===== src/rtl/parallel_acc_tree.sv =====
// ---------------------------------------------------------------------------
// parallel_acc_tree
//   Consumer end of the parallel multiplier interface. Each accepted beat of
//   MULT_OPS signed products is reduced in a registered adder tree (one
//   register per level, TREE_DLY = clog2(MULT_OPS) levels). The tree sums are
//   then accumulated over a programmed number of beats. One signed partial sum
//   is emitted with a single-cycle valid strobe.
//
// Ports
//   clk, areset   clock; synchronous active-high reset
//   i_start       start a new accumulation (honoured only when idle)
//   i_beat_num    beats to accumulate, sampled with i_start (0 acts as 1)
//   i_valid       product beat present
//   i_result      MULT_OPS signed lanes, lane k at [k*IN_DATA_BW +: IN_DATA_BW]
//   o_idle/o_busy FSM idle / not idle
//   o_valid       one-cycle strobe, o_acc is final
//   o_acc         signed accumulated sum, held until the next accepted start
//   o_drop_err    sticky: a beat arrived outside the accumulate phase
//
// Build option
//   PARALLEL_ACC_SAT_EN  saturating accumulator instead of wraparound
// ---------------------------------------------------------------------------
module parallel_acc_tree #(
    parameter int MULT_OPS   = 60,
    parameter int IN_DATA_BW = 16,
    parameter int ACC_BW     = 32,
    parameter int BEAT_BW    = 8
) (
    input  logic                           clk,
    input  logic                           areset,
    input  logic                           i_start,
    input  logic [BEAT_BW-1:0]             i_beat_num,
    input  logic                           i_valid,
    input  logic [MULT_OPS*IN_DATA_BW-1:0] i_result,
    output logic                           o_idle,
    output logic                           o_busy,
    output logic                           o_valid,
    output logic [ACC_BW-1:0]              o_acc,
    output logic                           o_drop_err
);

    // Node count of tree level lvl (level 0 = the input lanes).
    function automatic int lvl_cnt(input int lvl);
        int n;
        n = MULT_OPS;
        for (int unsigned i = 0; i < lvl; i++) n = (n + 1) / 2;
        return n;
    endfunction

    // Flat index of the first node of level lvl.
    function automatic int lvl_off(input int lvl);
        int o;
        o = 0;
        for (int unsigned i = 0; i < lvl; i++) o = o + lvl_cnt(int'(i));
        return o;
    endfunction

    localparam int TREE_DLY  = $clog2(MULT_OPS);
    localparam int REG_NODES = lvl_off(TREE_DLY + 1) - MULT_OPS;

    typedef enum logic [1:0] {
        S_IDLE,
        S_ACC,
        S_FLUSH,
        S_DONE
    } state_t;

    state_t state_q, state_d;

    logic [ACC_BW-1:0]   lane   [MULT_OPS];
    logic [ACC_BW-1:0]   tree_q [REG_NODES];
    logic [TREE_DLY-1:0] vld_q;
    logic [BEAT_BW-1:0]  cnt_q;
    logic [BEAT_BW-1:0]  n_q;
    logic [ACC_BW-1:0]   acc_q;
    logic [ACC_BW-1:0]   acc_next;
    logic [ACC_BW-1:0]   tree_sum;
    logic                sum_vld;
    logic                drop_q;
    logic                start_acc;
    logic                beat_acc;
    logic                last_beat;

    assign start_acc = (state_q == S_IDLE) && i_start;
    assign beat_acc  = (state_q == S_ACC) && i_valid;
    assign last_beat = beat_acc && ((cnt_q + BEAT_BW'(1)) == n_q);

    // ---------------- adder tree ----------------
    for (genvar k = 0; k < MULT_OPS; k++) begin : g_lane
        assign lane[k] = {{(ACC_BW-IN_DATA_BW){i_result[k*IN_DATA_BW+IN_DATA_BW-1]}},
                          i_result[k*IN_DATA_BW +: IN_DATA_BW]};
    end

    // Level l is stored flat in tree_q starting at lvl_off(l)-MULT_OPS.
    // The unpaired last node of an odd-sized level is added to zero, which
    // keeps it registered and aligned with its siblings.
    for (genvar l = 1; l <= TREE_DLY; l++) begin : g_lvl
        localparam int CUR_N = lvl_cnt(l);
        localparam int PRV_N = lvl_cnt(l - 1);
        localparam int CUR_O = lvl_off(l) - MULT_OPS;
        localparam int PRV_O = lvl_off(l - 1) - MULT_OPS;
        for (genvar j = 0; j < CUR_N; j++) begin : g_node
            logic [ACC_BW-1:0] opa;
            logic [ACC_BW-1:0] opb;
            if (l == 1) begin : g_from_lane
                assign opa = lane[2*j];
                if (2*j + 1 < PRV_N) begin : g_pair
                    assign opb = lane[2*j+1];
                end else begin : g_odd
                    assign opb = '0;
                end
            end else begin : g_from_tree
                assign opa = tree_q[PRV_O + 2*j];
                if (2*j + 1 < PRV_N) begin : g_pair
                    assign opb = tree_q[PRV_O + 2*j + 1];
                end else begin : g_odd
                    assign opb = '0;
                end
            end
            always_ff @(posedge clk) begin
                if (areset) tree_q[CUR_O + j] <= '0;
                else        tree_q[CUR_O + j] <= opa + opb;
            end
        end
    end

    always_ff @(posedge clk) begin
        if (areset) begin
            vld_q <= '0;
        end else begin
            vld_q[0] <= beat_acc;
            for (int unsigned i = 1; i < TREE_DLY; i++) vld_q[i] <= vld_q[i-1];
        end
    end

    assign tree_sum = tree_q[REG_NODES-1];
    assign sum_vld  = vld_q[TREE_DLY-1];

    // ---------------- accumulator ----------------
`ifdef PARALLEL_ACC_SAT_EN
    logic [ACC_BW:0] acc_wide;
    assign acc_wide = {acc_q[ACC_BW-1], acc_q} + {tree_sum[ACC_BW-1], tree_sum};
    always_comb begin
        acc_next = acc_wide[ACC_BW-1:0];
        // Top two bits disagree: the sum left the ACC_BW range, clamp by sign.
        if (acc_wide[ACC_BW] != acc_wide[ACC_BW-1]) begin
            acc_next = acc_wide[ACC_BW] ? {1'b1, {(ACC_BW-1){1'b0}}}
                                        : {1'b0, {(ACC_BW-1){1'b1}}};
        end
    end
`else
    assign acc_next = acc_q + tree_sum;
`endif

    always_ff @(posedge clk) begin
        if (areset)       acc_q <= '0;
        else if (start_acc) acc_q <= '0;
        else if (sum_vld) acc_q <= acc_next;
    end

    // ---------------- beat bookkeeping ----------------
    always_ff @(posedge clk) begin
        if (areset) begin
            cnt_q <= '0;
            n_q   <= '0;
        end else if (start_acc) begin
            cnt_q <= '0;
            n_q   <= (i_beat_num == '0) ? BEAT_BW'(1) : i_beat_num;
        end else if (beat_acc) begin
            cnt_q <= cnt_q + BEAT_BW'(1);
        end
    end

    // Clear on an accepted start wins over a beat dropped in the same cycle.
    always_ff @(posedge clk) begin
        if (areset)                            drop_q <= 1'b0;
        else if (start_acc)                    drop_q <= 1'b0;
        else if (i_valid && state_q != S_ACC)  drop_q <= 1'b1;
    end

    // ---------------- FSM ----------------
    always_ff @(posedge clk) begin
        if (areset) state_q <= S_IDLE;
        else        state_q <= state_d;
    end

    always_comb begin
        state_d = state_q;
        case (state_q)
            S_IDLE:  if (i_start)   state_d = S_ACC;
            S_ACC:   if (last_beat) state_d = S_FLUSH;
            // Empty valid pipe means the final tree sum was already added.
            S_FLUSH: if (vld_q == '0) state_d = S_DONE;
            S_DONE:  state_d = S_IDLE;
            default: state_d = S_IDLE;
        endcase
    end

    always_comb begin
        o_idle  = (state_q == S_IDLE);
        o_busy  = (state_q != S_IDLE);
        o_valid = (state_q == S_DONE);
    end

    assign o_acc      = acc_q;
    assign o_drop_err = drop_q;

endmodule


===== config.mk =====
export PLATFORM = sky130hd
export DESIGN_NAME = parallel_acc_tree
export DESIGN_NICKNAME = d
export VERILOG_FILES = /design/src/rtl/parallel_acc_tree.sv
export SDC_FILE = /design/constraint.sdc
export NUM_CORES = 2
export LEC_CHECK = 0
export CAP_MARGIN = 0
export CORE_ASPECT_RATIO = 1.1
export CORE_MARGIN = 2
export CORE_UTILIZATION = 30
export DETAILED_ROUTE_END_ITERATION = 7
export PLACE_DENSITY = 0.47
export SLEW_MARGIN = 20
export SYNTH_ARGS = -nofsm -noshare
export SYNTH_HDL_FRONTEND = slang
export SYNTH_SLANG_ARGS = --single-unit

===== constraint.sdc =====
create_clock -name clk -period 3.8 [get_ports clk]
set_input_delay 0.57 -clock clk [delete_from_list [all_inputs] [get_ports clk]]
set_output_delay 0.57 -clock clk [all_outputs]
set_load 0.005 [all_outputs]

==> summary.txt <==
Outcome
  • Outcome: completed

Timing
  • Worst Max-Slew Pin Slew: around 900 ps
  • Setup Viol. Count Final: 0
  • Hold Violations, Final: 0
  • RSZ-0062 raised after global routing: false
  • Final clock skew: between 60 and 70 ps
  • Period utilization: 0.943
  • Hold_ws: around 340 ps
  • Worst rel slew slack: 0.401
  • Final max-slew violation count: 0
  • Fmax: about 0.28 GHz
  • Minimum clock period after layout: ~3600 ps

Global route
  • Overflow after GRT: 0
  • Tot GR Track Use: 0.165
  • Pin count of the biggest net entering global routing: 168
  • Vias in the first global route: a little under 80000
  • Global-route wire length before repair: around 420000 um
  • Initial antenna violation count: 18
  • GR peak layer: met2
  • Met2 Use GR: 0.287
  • Met1 usage: 0.216
  • Grt met3 use: 0.0210

Placement
  • PortBufs: about 1000
  • Final GP Congestion: roughly 0.85
  • Placed insts: between 15000 and 20000
  • Hpwl dp: approximately 210000 um

Min path
  • WHS Endpoint: n_q[3]$_SDFFE_PP0P_
  • Hold depth: 3
  • Hold WC Path Type: primary input to flip-flop
  • Hold path start: i_beat_num[3]

Die
  • Starting Density: 0.301
  • Die ar.: 310000 um2
  • Row Count: between 200 and 250
  • Die Y: approximately 580 um
  • Core footprint: 305000 um2
  • # IOs: approximately 1000
  • Die X: 531 um

Detailed routing
  • Routed vias: roughly 77000
  • TritonRoute pass-1 iters: 6
  • Final WL: between 200000 and 300000 um
  • Vias per std cell: about 5.0
  • ANT nets after route: 0
  • DRC viols: 0
  • Mean routed wirelength per cell: around 17 um
  • Initial DRC Count: ~3500

Pwr
  • Lkg Pwr: slightly above 50 nW
  • Int Pwr: between 30 and 40 mW
  • Gate power share: 0.321
  • Clock power frac: 0.323
  • Sw frac: 0.334
  • Max rail drop VDD: between 0.3 and 0.4 mV
  • Psw: ~19 mW
  • Reg power frac: 0.356
  • Pwr per Cell Area: between 500 and 600 nW/um2

Logic synthesis
  • Mapped Cells: between 10000 and 15000
  • Syn Nets: roughly 13000
  • Mux cell area share after synthesis: 0.0102
  • Synth warn: 0
  • Fraction of registers with async set/reset: 0
  • Avg Cell Area, Syn: 8.80 um2
  • Simple-Gate Fraction of Synth Area: 0.175
  • Post-synth EDFFs: 0
  • Number of distinct library cells after synthesis: just over 90
  • Synth Area in XOR/XNOR: 0.0753
  • Synth Flop Type: dfxtp_1
  • Post-synthesis sequential area ratio: 0.333
  • Adder-cell share of the synthesized area: 0.177
  • Synth Register Bits: roughly 1500
  • Post-synthesis compound-gate area fraction: 0.206
  • Largest family of logic cells by synthesized area: compound AO/OA/AOI/OAI gates
  • Area of the mapped netlist: 91800 um2

Clock tree
  • Worst-Skew Late Latency: between 800 and 900 ps
  • Setup bufs post-CTS: 0
  • CTS Hold Buffers Added: 0
  • H-tree depth: 4
  • TritonCTS clock tree: yes
  • Num CTS Buffers: approximately 190
  • Post-CTS Resized: 0
  • Clk slew on worst S/H paths: approximately 60 ps
  • Clk root buf: clkbuf_16
  • Max Buffers Root-to-Sink: 4
  • Clock sinks: 1527

Setup path
  • Critical R2R Launch: tree_q[3][32]$_SDFF_PP0_
  • Crit Path Category: flip-flop to flip-flop
  • Worst reg2reg endpoint: tree_q[3][252]$_SDFF_PP0_
  • Endpoint type of the worst setup path: flip-flop
  • Startpoint Class: flip-flop
  • R2R setup slack: 220 ps
  • R2R depth: 11
  • CP Max Fanout: 4
  • Critical Path AT: 4290 ps
  • CP required: 4500 ps

Cells and area
  • Final #Nets: approximately 14000
  • Layout Cells excl Fill: around 16000
  • Share of cells above drive strength 1: 0.0442
  • Most frequent cells in the layout: dfxtp_1 (1527), nor2_1 (1370), ha_1 (1205)
  • Area Overhead vs Synth: 23.1%
  • Commonest non-fill, non-tap cell in the layout: dfxtp_1

Job
  • Max Cap Violations: 0
## cell usage after synthesis (47+ instances only)
| cell type | n | share of area |
|---|---|---|
| nor3_1 | 417 | 0.023 |
| nor2b_1 | 284 | 0.019 |
| a211o_1 | 48 | 0.0046 |
| nor3b_1 | 61 | 0.0050 |
| nor4b_1 | 47 | 0.0045 |
| ha_1 | 1205 | 0.16 |
| inv_1 | 285 | 0.012 |
| clkbuf_1 | 241 | 0.0099 |
| xnor2_1 | 388 | 0.037 |
| xor2_1 | 401 | 0.038 |
| or3_1 | 74 | 0.0050 |
| a31oi_1 | 126 | 0.0086 |
| o21bai_1 | 125 | 0.010 |
| nand3_1 | 199 | 0.011 |
| nand2_1 | 390 | 0.016 |
| o21ai_0 | 420 | 0.023 |
| a21oi_1 | 849 | 0.046 |
| dfxtp_1 | 1527 | 0.33 |
| a21o_1 | 482 | 0.039 |
| nand2b_1 | 125 | 0.0085 |
| nor2_1 | 1370 | 0.056 |
| o211ai_1 | 93 | 0.0076 |
| a211oi_1 | 116 | 0.0095 |
| mux2i_1 | 47 | 0.0051 |
| a311oi_1 | 63 | 0.0060 |
| fa_1 | 60 | 0.013 |
| and3_1 | 183 | 0.012 |
| o31ai_1 | 57 | 0.0047 |
| o21a_1 | 108 | 0.0088 |
## power by group through the flow
stage               registers (mW)  logic (mW)  clock network, mW
finish                        20.7        18.7               18.8
global route                  21.0        21.1               20.1
CTS                           20.8        18.9               19.5
detailed placement            21.1        18.7                  0
global placement              21.2        18.6                  0
floorplan                     20.0        13.5                  0
## layout make-up
type	instances	area (um2)
repair buffers	1054	10600
inverters	285	1080
fillers	31200	192000
multi-input cells	8353	59100
flip-flops and latches	1527	30600
clock buffers	246	5290
clock inverters	82	1230
well taps	4085	5110
diodes	6	15.0
## per-stage QoR
step / power (mW) / TNS (ps) / instance area, um2 / utilization / setup WS, ps
final: 58.3 / 0 / 113000 / 0.370 / 216
after global routing: 62.2 / 0 / 113000 / 0.370 / 12.8
after CTS: 59.2 / 0 / 113000 / 0.370 / 283
after detailed placement: 39.8 / -1.73 / 106000 / 0.349 / -1.73
after global placement: 39.8 / -75.2 / 106000 / 0.349 / -45.7
after floorplan: 33.6 / 0 / 91800 / - / 701
## worst max-delay path by stage
stage / from / to / slack (ps) / depth (start not counted)
after floorplan: tree_q[2][128]$_SDFF_PP0_ / tree_q[3][28]$_SDFF_PP0_ / 700 / 11
after CTS: tree_q[3][32]$_SDFF_PP0_ / tree_q[3][252]$_SDFF_PP0_ / 280 / 11
after global placement: i_result[0] / tree_q[0][12]$_SDFF_PP0_ / -50 / 14
after detailed placement: i_result[0] / tree_q[0][14]$_SDFF_PP0_ / -2 / 13
final: tree_q[3][32]$_SDFF_PP0_ / tree_q[3][252]$_SDFF_PP0_ / 220 / 11
after global routing: tree_q[2][256]$_SDFF_PP0_ / tree_q[3][92]$_SDFF_PP0_ / 10 / 11
## flip-flops by register name, indices dropped and copies added, names as in the netlist
| register | count |
|---|---|
| o_drop_err | 1 |
| cnt_q | 8 |
| vld_q | 6 |
| state_q | 2 |
| n_q | 8 |
| o_acc | 32 |
| tree_q | 1470 |
## layer usage
metal | routed length [um] | share of wire | up-vias
met3 | 9950 | 0.037 | 278
met1 | 126000 | 0.47 | 36100
met2 | 126000 | 0.47 | 1371
met4 | 5110 | 0.019 | 6
li1 | - | - | 39700
met5 | 44 | 0.00016 | -
## logic make-up after synthesis
| group | after synthesis |
|---|---|
| DFF | 1527 |
| buffers and inverters | 552 |
| muxes | 88 |
| xor gates and xnor gates | 789 |
| AOI/OAI and AO/OA | 2865 |
| and+or+nand+nor | 3346 |
| adders and majority gates | 1265 |
## worst max-delay path, stage by stage, from the launching register on
cell	delay (ps)
dfxtp_1	300
ha_1	230
fa_1	430
a211oi_1	350
nor2_1	150
o31a_1	360
a221oi_2	330
o31ai_1	180
o211ai_2	260
a21oi_1	180
o41ai_1	300
mux2_2	370
No activity file was read; power rests on OpenSTA's default activity.
